[src/rtl/multicycle_control.sv]
// Multicycle control FSM for the RV64 datapath: sequences fetch/decode/exec/mem/wb.
// Ports: clock, reset, run, opcode, flag in; datapath enables, mux selects, busy, instr_done, illegal, instret, state out.
module multicycle_control #(
  parameter int CNT_W = 32
) (
  input  logic             clock,
  input  logic             reset,
  input  logic             run,
  input  logic [6:0]       opcode,
  input  logic             flag,
  output logic             wePC,
  output logic             weIR,
  output logic             weReg,
  output logic             weMem,
  output logic             sinalMux1,
  output logic [1:0]       sinalMux2,
  output logic             sinalMux4,
  output logic             busy,
  output logic             instr_done,
  output logic             illegal,
  output logic [CNT_W-1:0] instret,
  output logic [2:0]       state
);

  typedef enum logic [2:0] {
    IDLE   = 3'd0,
    FETCH  = 3'd1,
    DECODE = 3'd2,
    EXEC   = 3'd3,
    MEM    = 3'd4,
    WB     = 3'd5,
    HALT   = 3'd6
  } state_t;

  localparam logic [6:0] OP_OP     = 7'b0110011;
  localparam logic [6:0] OP_IMM    = 7'b0010011;
  localparam logic [6:0] OP_LOAD   = 7'b0000011;
  localparam logic [6:0] OP_STORE  = 7'b0100011;
  localparam logic [6:0] OP_BRANCH = 7'b1100011;
  localparam logic [6:0] OP_AUIPC  = 7'b0010111;
  localparam logic [6:0] OP_JAL    = 7'b1101111;
  localparam logic [6:0] OP_JALR   = 7'b1100111;

  state_t           state_q;
  logic [6:0]       opcode_q;
  logic             we_pc_q;
  logic             we_ir_q;
  logic             we_reg_q;
  logic             we_mem_q;
  logic             mux1_q;
  logic [1:0]       mux2_q;
  logic             mux4_q;
  logic             busy_q;
  logic             illegal_q;
  logic [CNT_W-1:0] instret_q;

  // flag drives next-PC selection in the datapath only
  logic unused_flag;
  assign unused_flag = flag;

  // returns {known, mux1, mux2, mux4}
  function automatic logic [4:0] decode_sel(input logic [6:0] op);
    logic [4:0] r;
    r = 5'b0;
    case (op)
      OP_OP:     r = {1'b1, 1'b1, 2'd1, 1'b0};
      OP_IMM:    r = {1'b1, 1'b0, 2'd1, 1'b0};
      OP_LOAD:   r = {1'b1, 1'b0, 2'd0, 1'b0};
      OP_STORE:  r = {1'b1, 1'b0, 2'd0, 1'b0};
      OP_BRANCH: r = {1'b1, 1'b1, 2'd0, 1'b0};
      OP_AUIPC:  r = {1'b1, 1'b0, 2'd3, 1'b0};
      OP_JAL:    r = {1'b1, 1'b0, 2'd2, 1'b0};
      OP_JALR:   r = {1'b1, 1'b0, 2'd2, 1'b1};
      default:   r = 5'b0;
    endcase
    return r;
  endfunction

  logic [4:0] dec;
  assign dec = decode_sel(opcode);

  // Outputs are registered from the next state; write enables are
  // additionally masked so a reset cycle never commits a write.
  always_ff @(posedge clock) begin
    if (reset) begin
      state_q   <= IDLE;
      opcode_q  <= 7'd0;
      we_pc_q   <= 1'b0;
      we_ir_q   <= 1'b0;
      we_reg_q  <= 1'b0;
      we_mem_q  <= 1'b0;
      mux1_q    <= 1'b0;
      mux2_q    <= 2'd0;
      mux4_q    <= 1'b0;
      busy_q    <= 1'b0;
      illegal_q <= 1'b0;
      instret_q <= '0;
    end else begin
      we_pc_q  <= 1'b0;
      we_ir_q  <= 1'b0;
      we_reg_q <= 1'b0;
      we_mem_q <= 1'b0;
      if (we_pc_q) instret_q <= instret_q + CNT_W'(1);
      unique case (state_q)
        IDLE: begin
          if (run) begin
            state_q <= FETCH;
            we_ir_q <= 1'b1;
            busy_q  <= 1'b1;
          end
        end
        FETCH: state_q <= DECODE;
        DECODE: begin
          opcode_q <= opcode;
          if (dec[4]) begin
            state_q <= EXEC;
            mux1_q  <= dec[3];
            mux2_q  <= dec[2:1];
            mux4_q  <= dec[0];
            we_pc_q <= (opcode == OP_BRANCH);
          end else begin
            state_q   <= HALT;
            illegal_q <= 1'b1;
            busy_q    <= 1'b0;
          end
        end
        EXEC: begin
          if (opcode_q == OP_BRANCH) begin
            state_q <= run ? FETCH : IDLE;
            we_ir_q <= run;
            busy_q  <= run;
            mux1_q  <= 1'b0;
            mux2_q  <= 2'd0;
            mux4_q  <= 1'b0;
          end else if (opcode_q == OP_LOAD) begin
            state_q <= MEM;
          end else if (opcode_q == OP_STORE) begin
            state_q  <= MEM;
            we_mem_q <= 1'b1;
            we_pc_q  <= 1'b1;
          end else begin
            state_q  <= WB;
            we_reg_q <= 1'b1;
            we_pc_q  <= 1'b1;
          end
        end
        MEM: begin
          if (opcode_q == OP_LOAD) begin
            state_q  <= WB;
            we_reg_q <= 1'b1;
            we_pc_q  <= 1'b1;
          end else begin
            state_q <= run ? FETCH : IDLE;
            we_ir_q <= run;
            busy_q  <= run;
            mux1_q  <= 1'b0;
            mux2_q  <= 2'd0;
            mux4_q  <= 1'b0;
          end
        end
        WB: begin
          state_q <= run ? FETCH : IDLE;
          we_ir_q <= run;
          busy_q  <= run;
          mux1_q  <= 1'b0;
          mux2_q  <= 2'd0;
          mux4_q  <= 1'b0;
        end
        HALT: state_q <= HALT;
        default: begin
          state_q <= IDLE;
          busy_q  <= 1'b0;
        end
      endcase
    end
  end

  assign wePC       = we_pc_q & ~reset;
  assign weIR       = we_ir_q & ~reset;
  assign weReg      = we_reg_q & ~reset;
  assign weMem      = we_mem_q & ~reset;
  assign instr_done = wePC;
  assign sinalMux1  = mux1_q;
  assign sinalMux2  = mux2_q;
  assign sinalMux4  = mux4_q;
  assign busy       = busy_q;
  assign illegal    = illegal_q;
  assign instret    = instret_q;
  assign state      = state_q;

endmodule
[config.mk]
export PLATFORM = sky130hd
export DESIGN_NAME = multicycle_control
export DESIGN_NICKNAME = d
export VERILOG_FILES = /design/src/rtl/multicycle_control.sv
export SDC_FILE = /design/constraint.sdc
export NUM_CORES = 1
export LEC_CHECK = 0
export CAP_MARGIN = 20
export CELL_PAD_IN_SITES_DETAIL_PLACEMENT = 0
export CELL_PAD_IN_SITES_GLOBAL_PLACEMENT = 1
export CORE_ASPECT_RATIO = 2
export CORE_MARGIN = 2
export CORE_UTILIZATION = 34
export CTS_CLUSTER_DIAMETER = 60
export DETAILED_ROUTE_END_ITERATION = 16
export GPL_TIMING_DRIVEN = 0
export PLACE_DENSITY = 0.74
export SLEW_MARGIN = 15
export SYNTH_ARGS = -nofsm -noshare
export SYNTH_HDL_FRONTEND = slang
export SYNTH_SLANG_ARGS = --single-unit
[constraint.sdc]
create_clock -name clock -period 2 [get_ports clock]
set_input_delay 0.5 -clock clock [delete_from_list [all_inputs] [get_ports clock]]
set_output_delay 0.5 -clock clock [all_outputs]
set_load 0.01 [all_outputs]
==> metrics.txt <==
Worst path max stage delay=0.55 ns; cell area after placement=0.00328 mm2; switching part of the total power=0.294; critical-path cell with the highest stage delay=sky130_fd_sc_hd__or4b_4; endpoint kind of the worst setup timing path=flip-flop; most frequent cells in the layout=sky130_fd_sc_hd__dfxtp_1 (48), sky130_fd_sc_hd__clkdlybuf4s50_1 (42), sky130_fd_sc_hd__nor2_1 (39), sky130_fd_sc_hd__nand2_1 (23), sky130_fd_sc_hd__xor2_1 (19); share of the clock period used by the worst path after layout=0.977; maximum number of pins on one net before global-route repair=15; Nets=384; global-route wire length before repair=approximately 12000 um; minimum hold slack=0.473 ns; Synthesis Warnings=0; Post-synth top flop=sky130_fd_sc_hd__dfxtp_1; WHS Path Cells=2; Starting Density=0.347; Syn-to-layout area delta=34.7%; routed length per placed instance=15.3 um; starting DRC count in detailed routing=150; Min-Delay Endpoint=busy; total detailed-routing wirelength=approximately 7000 um; unrepaired setup endpoints after global routing=false; synthesized netlist net count=323; Initial DRT Pass Iterations=5; final design area excluding fillers=0.00353 mm2; logic gate share of total power=0.214; Hold Vio Cnt, Final=0; startpoint of the most critical hold path=busy; clock insertion delay at the later pin of the skew report=0.29 ns; H-tree levels=2; net switching power=0.000761 W; residual antenna-violating net count after detailed routing=0; Async S/R FF share, synth=0; Total Die Area=0.00847 mm2; synthesized instance count=311; power per cell area=733 mW/mm2; cell internal power dissipation=0.00183 W; max capacitance violation total=0; final weighted congestion of routability-driven global placement=0.830; die width=66.1 um; post-detail-place hpwl=~5400 um; grt ovf=0; TritonCTS clock tree=yes; kind of start point of the critical path=input pin; Post-Syn Area per Cell=8.43 um2; peak supply drop=0.563 mV; clock-pin slew on the worst setup and hold paths=approximately 0.070 ns; total number of vias=2446; total standard cell area after synthesis=roughly 0.0026 mm2; hold bufs inserted after CTS=0; worst flop-to-flop path startpoint=instret[3]; IO Pins=57; Min-Delay Path Class=flip-flop to flip-flop; Clock Power Share=0.339; Slew Viols, Final=0; Chip Height=128 um; maximum clock frequency=512 MHz; leakage power=1.24 nW; number of enable-type register cells in the synthesized netlist=0; number of buffers between clock root and the deepest sink=2; Setup-failing EPs final=0; Core Rows=45; worst relative slew slack=0.599; antenna diode count=0; cell-by-cell trace of the critical path=clkdlybuf4s15_2, or4b_4, and2_4, a211oi_4, o31ai_4, mux2_4; depth of the most critical reg-to-reg path=6; flip-flop and latch count after synthesis=52; endpoint of the worst-slack reg-to-reg timing path=instret[18]; CTS Buf Count=5; number of distinct library cells after synthesis=52; R2R Setup Slk=0.09 ns; outcome=complete, no violations; maximum fanout encountered on the critical timing path=5; slew at the pin closest to its max-slew limit=0.594 ns; Max Clock Skew=0.00547 ns; antenna violations before repair=0; drt via density=5.24; number of port buffers=54; min Tclk post-route=1.95 ns; Arrival @ worst endpoint=between 2 and 2.5 ns; sequential-to-total area share from yosys stat=0.397; fraction of power consumed by sequential logic=0.447; total routing usage reported by global routing=0.177; placeable core region=0.00754 mm2; vias in the first global route=2487; most frequent standard cell in the layout excluding fill and tap cells=sky130_fd_sc_hd__dfxtp_1; data required time at the worst endpoint=2.19 ns; count of unresolved DRC violations after routing=0; cell at the root of the clock tree=sky130_fd_sc_hd__clkbuf_16; critical path class=input pin to flip-flop; ratio of cells with drive above 1 in the final layout=0.118; clock sink count=52; Final Core Density=0.468
## power by group through the flow
stage	Clock (W)	Combinational (W)	Sequential [W]
after detailed placement	0	0.000518	0.00117
after global placement	0	0.000516	0.00117
after global routing	0.000947	0.000605	0.00116
after floorplan	0	0.000322	0.00117
after CTS	0.000901	0.000540	0.00115
final	0.000878	0.000553	0.00116
## logic make-up (layout without fill, tap and decap cells)
kind of cell               Yosys count  after routing  share of synthesized area
xor gates and xnor gates            29             29                     0.0969
DFF                                 52             52                      0.397
and+or+nand+nor                    149            149                      0.323
muxes                                5              5                     0.0229
AOI/OAI and AO/OA                   49             49                      0.113
adders and majority gates            1              1                    0.00477
buffers and inverters               26             88                     0.0425
## state kept, by name, indices dropped and copies added (netlist names)
name / count
sinalMux1: 1
opcode_q: 7
sinalMux4: 1
sinalMux2: 2
we_reg_q: 1
state: 3
we_pc_q: 1
we_ir_q: 1
busy: 1
illegal: 1
instret: 32
we_mem_q: 1
## area by class of cell
cell class | count | area (um2)
plain buffers | 16 | 87.6
well taps | 94 | 118
flip-flops and latches | 52 | 1050
clock buffers | 8 | 146
repair buffers | 55 | 542
fillers | 754 | 4020
inverters | 9 | 33.8
multi-input cells | 233 | 1560
## per-layer routing
layer	share of wire	global-route usage
met2	0.57	0.349
met1	0.36	0.170
met5	0	0
met3	0.033	0.0299
met4	0.029	0.0732
## timing repair
item                       4_1_cts  5_1_grt
pin swaps                        1        3
buffers inserted                 0        1
resized for setup               36        9
setup endpoints to repair       18       11
## synth_stat cells (3+ instances only)
library cell	number	area, um2
sky130_fd_sc_hd__dfxtp_1	52	1040
sky130_fd_sc_hd__nor2_1	40	150
sky130_fd_sc_hd__nand2_1	24	90.1
sky130_fd_sc_hd__xor2_1	19	166
sky130_fd_sc_hd__a21oi_1	17	85.1
sky130_fd_sc_hd__nand4_1	16	100
sky130_fd_sc_hd__o21ai_0	16	80.1
sky130_fd_sc_hd__nand3_1	13	65.1
sky130_fd_sc_hd__nor2b_1	13	81.3
sky130_fd_sc_hd__clkbuf_1	12	45.0
sky130_fd_sc_hd__xnor2_1	10	87.6
sky130_fd_sc_hd__inv_1	9	33.8
sky130_fd_sc_hd__nor3_1	9	45.0
sky130_fd_sc_hd__and2_1	4	25.0
sky130_fd_sc_hd__nand2b_1	4	25.0
sky130_fd_sc_hd__and3_1	3	18.8
sky130_fd_sc_hd__mux2i_1	3	30.0
sky130_fd_sc_hd__nor4_2	3	37.5
## stage by stage
stage / setup TNS (ns) / instances / setup slack (ns) / total power [W]
2_1_floorplan: 0 / 311 / 0.0265 / 0.00149
3_3_place_gp: -6.13 / 459 / -0.715 / 0.00169
3_5_place_dp: -7.17 / 459 / -0.672 / 0.00169
4_1_cts: 0 / 467 / 0.00709 / 0.00259
5_1_grt: 0 / 467 / 0.00137 / 0.00271
6_report: 0 / 467 / 0.0464 / 0.00259
## critical path, delay by kind of cell
family / cells / cell delay [ns]
AND/OR/NAND/NOR: 2 / 0.73
buffers and inverters: 1 / 0.22
AO/OA/AOI/OAI: 2 / 0.36
multiplexers: 1 / 0.32
## how the worst max path moves through the flow
stage | start | to | slack [ns] | cells past startpoint
floorplan | opcode[3] | sinalMux4 | 0.03 | 5
global route | instret[8] | instret[18] | 0.001 | 6
detailed placement | opcode[1] | sinalMux2[0] | -0.67 | 6
global placement | opcode[0] | sinalMux2[0] | -0.72 | 6
CTS | state[1] | sinalMux1 | 0.007 | 6
finish | opcode[3] | sinalMux2[0] | 0.05 | 6
No activity file was read; power rests on OpenSTA's default activity.
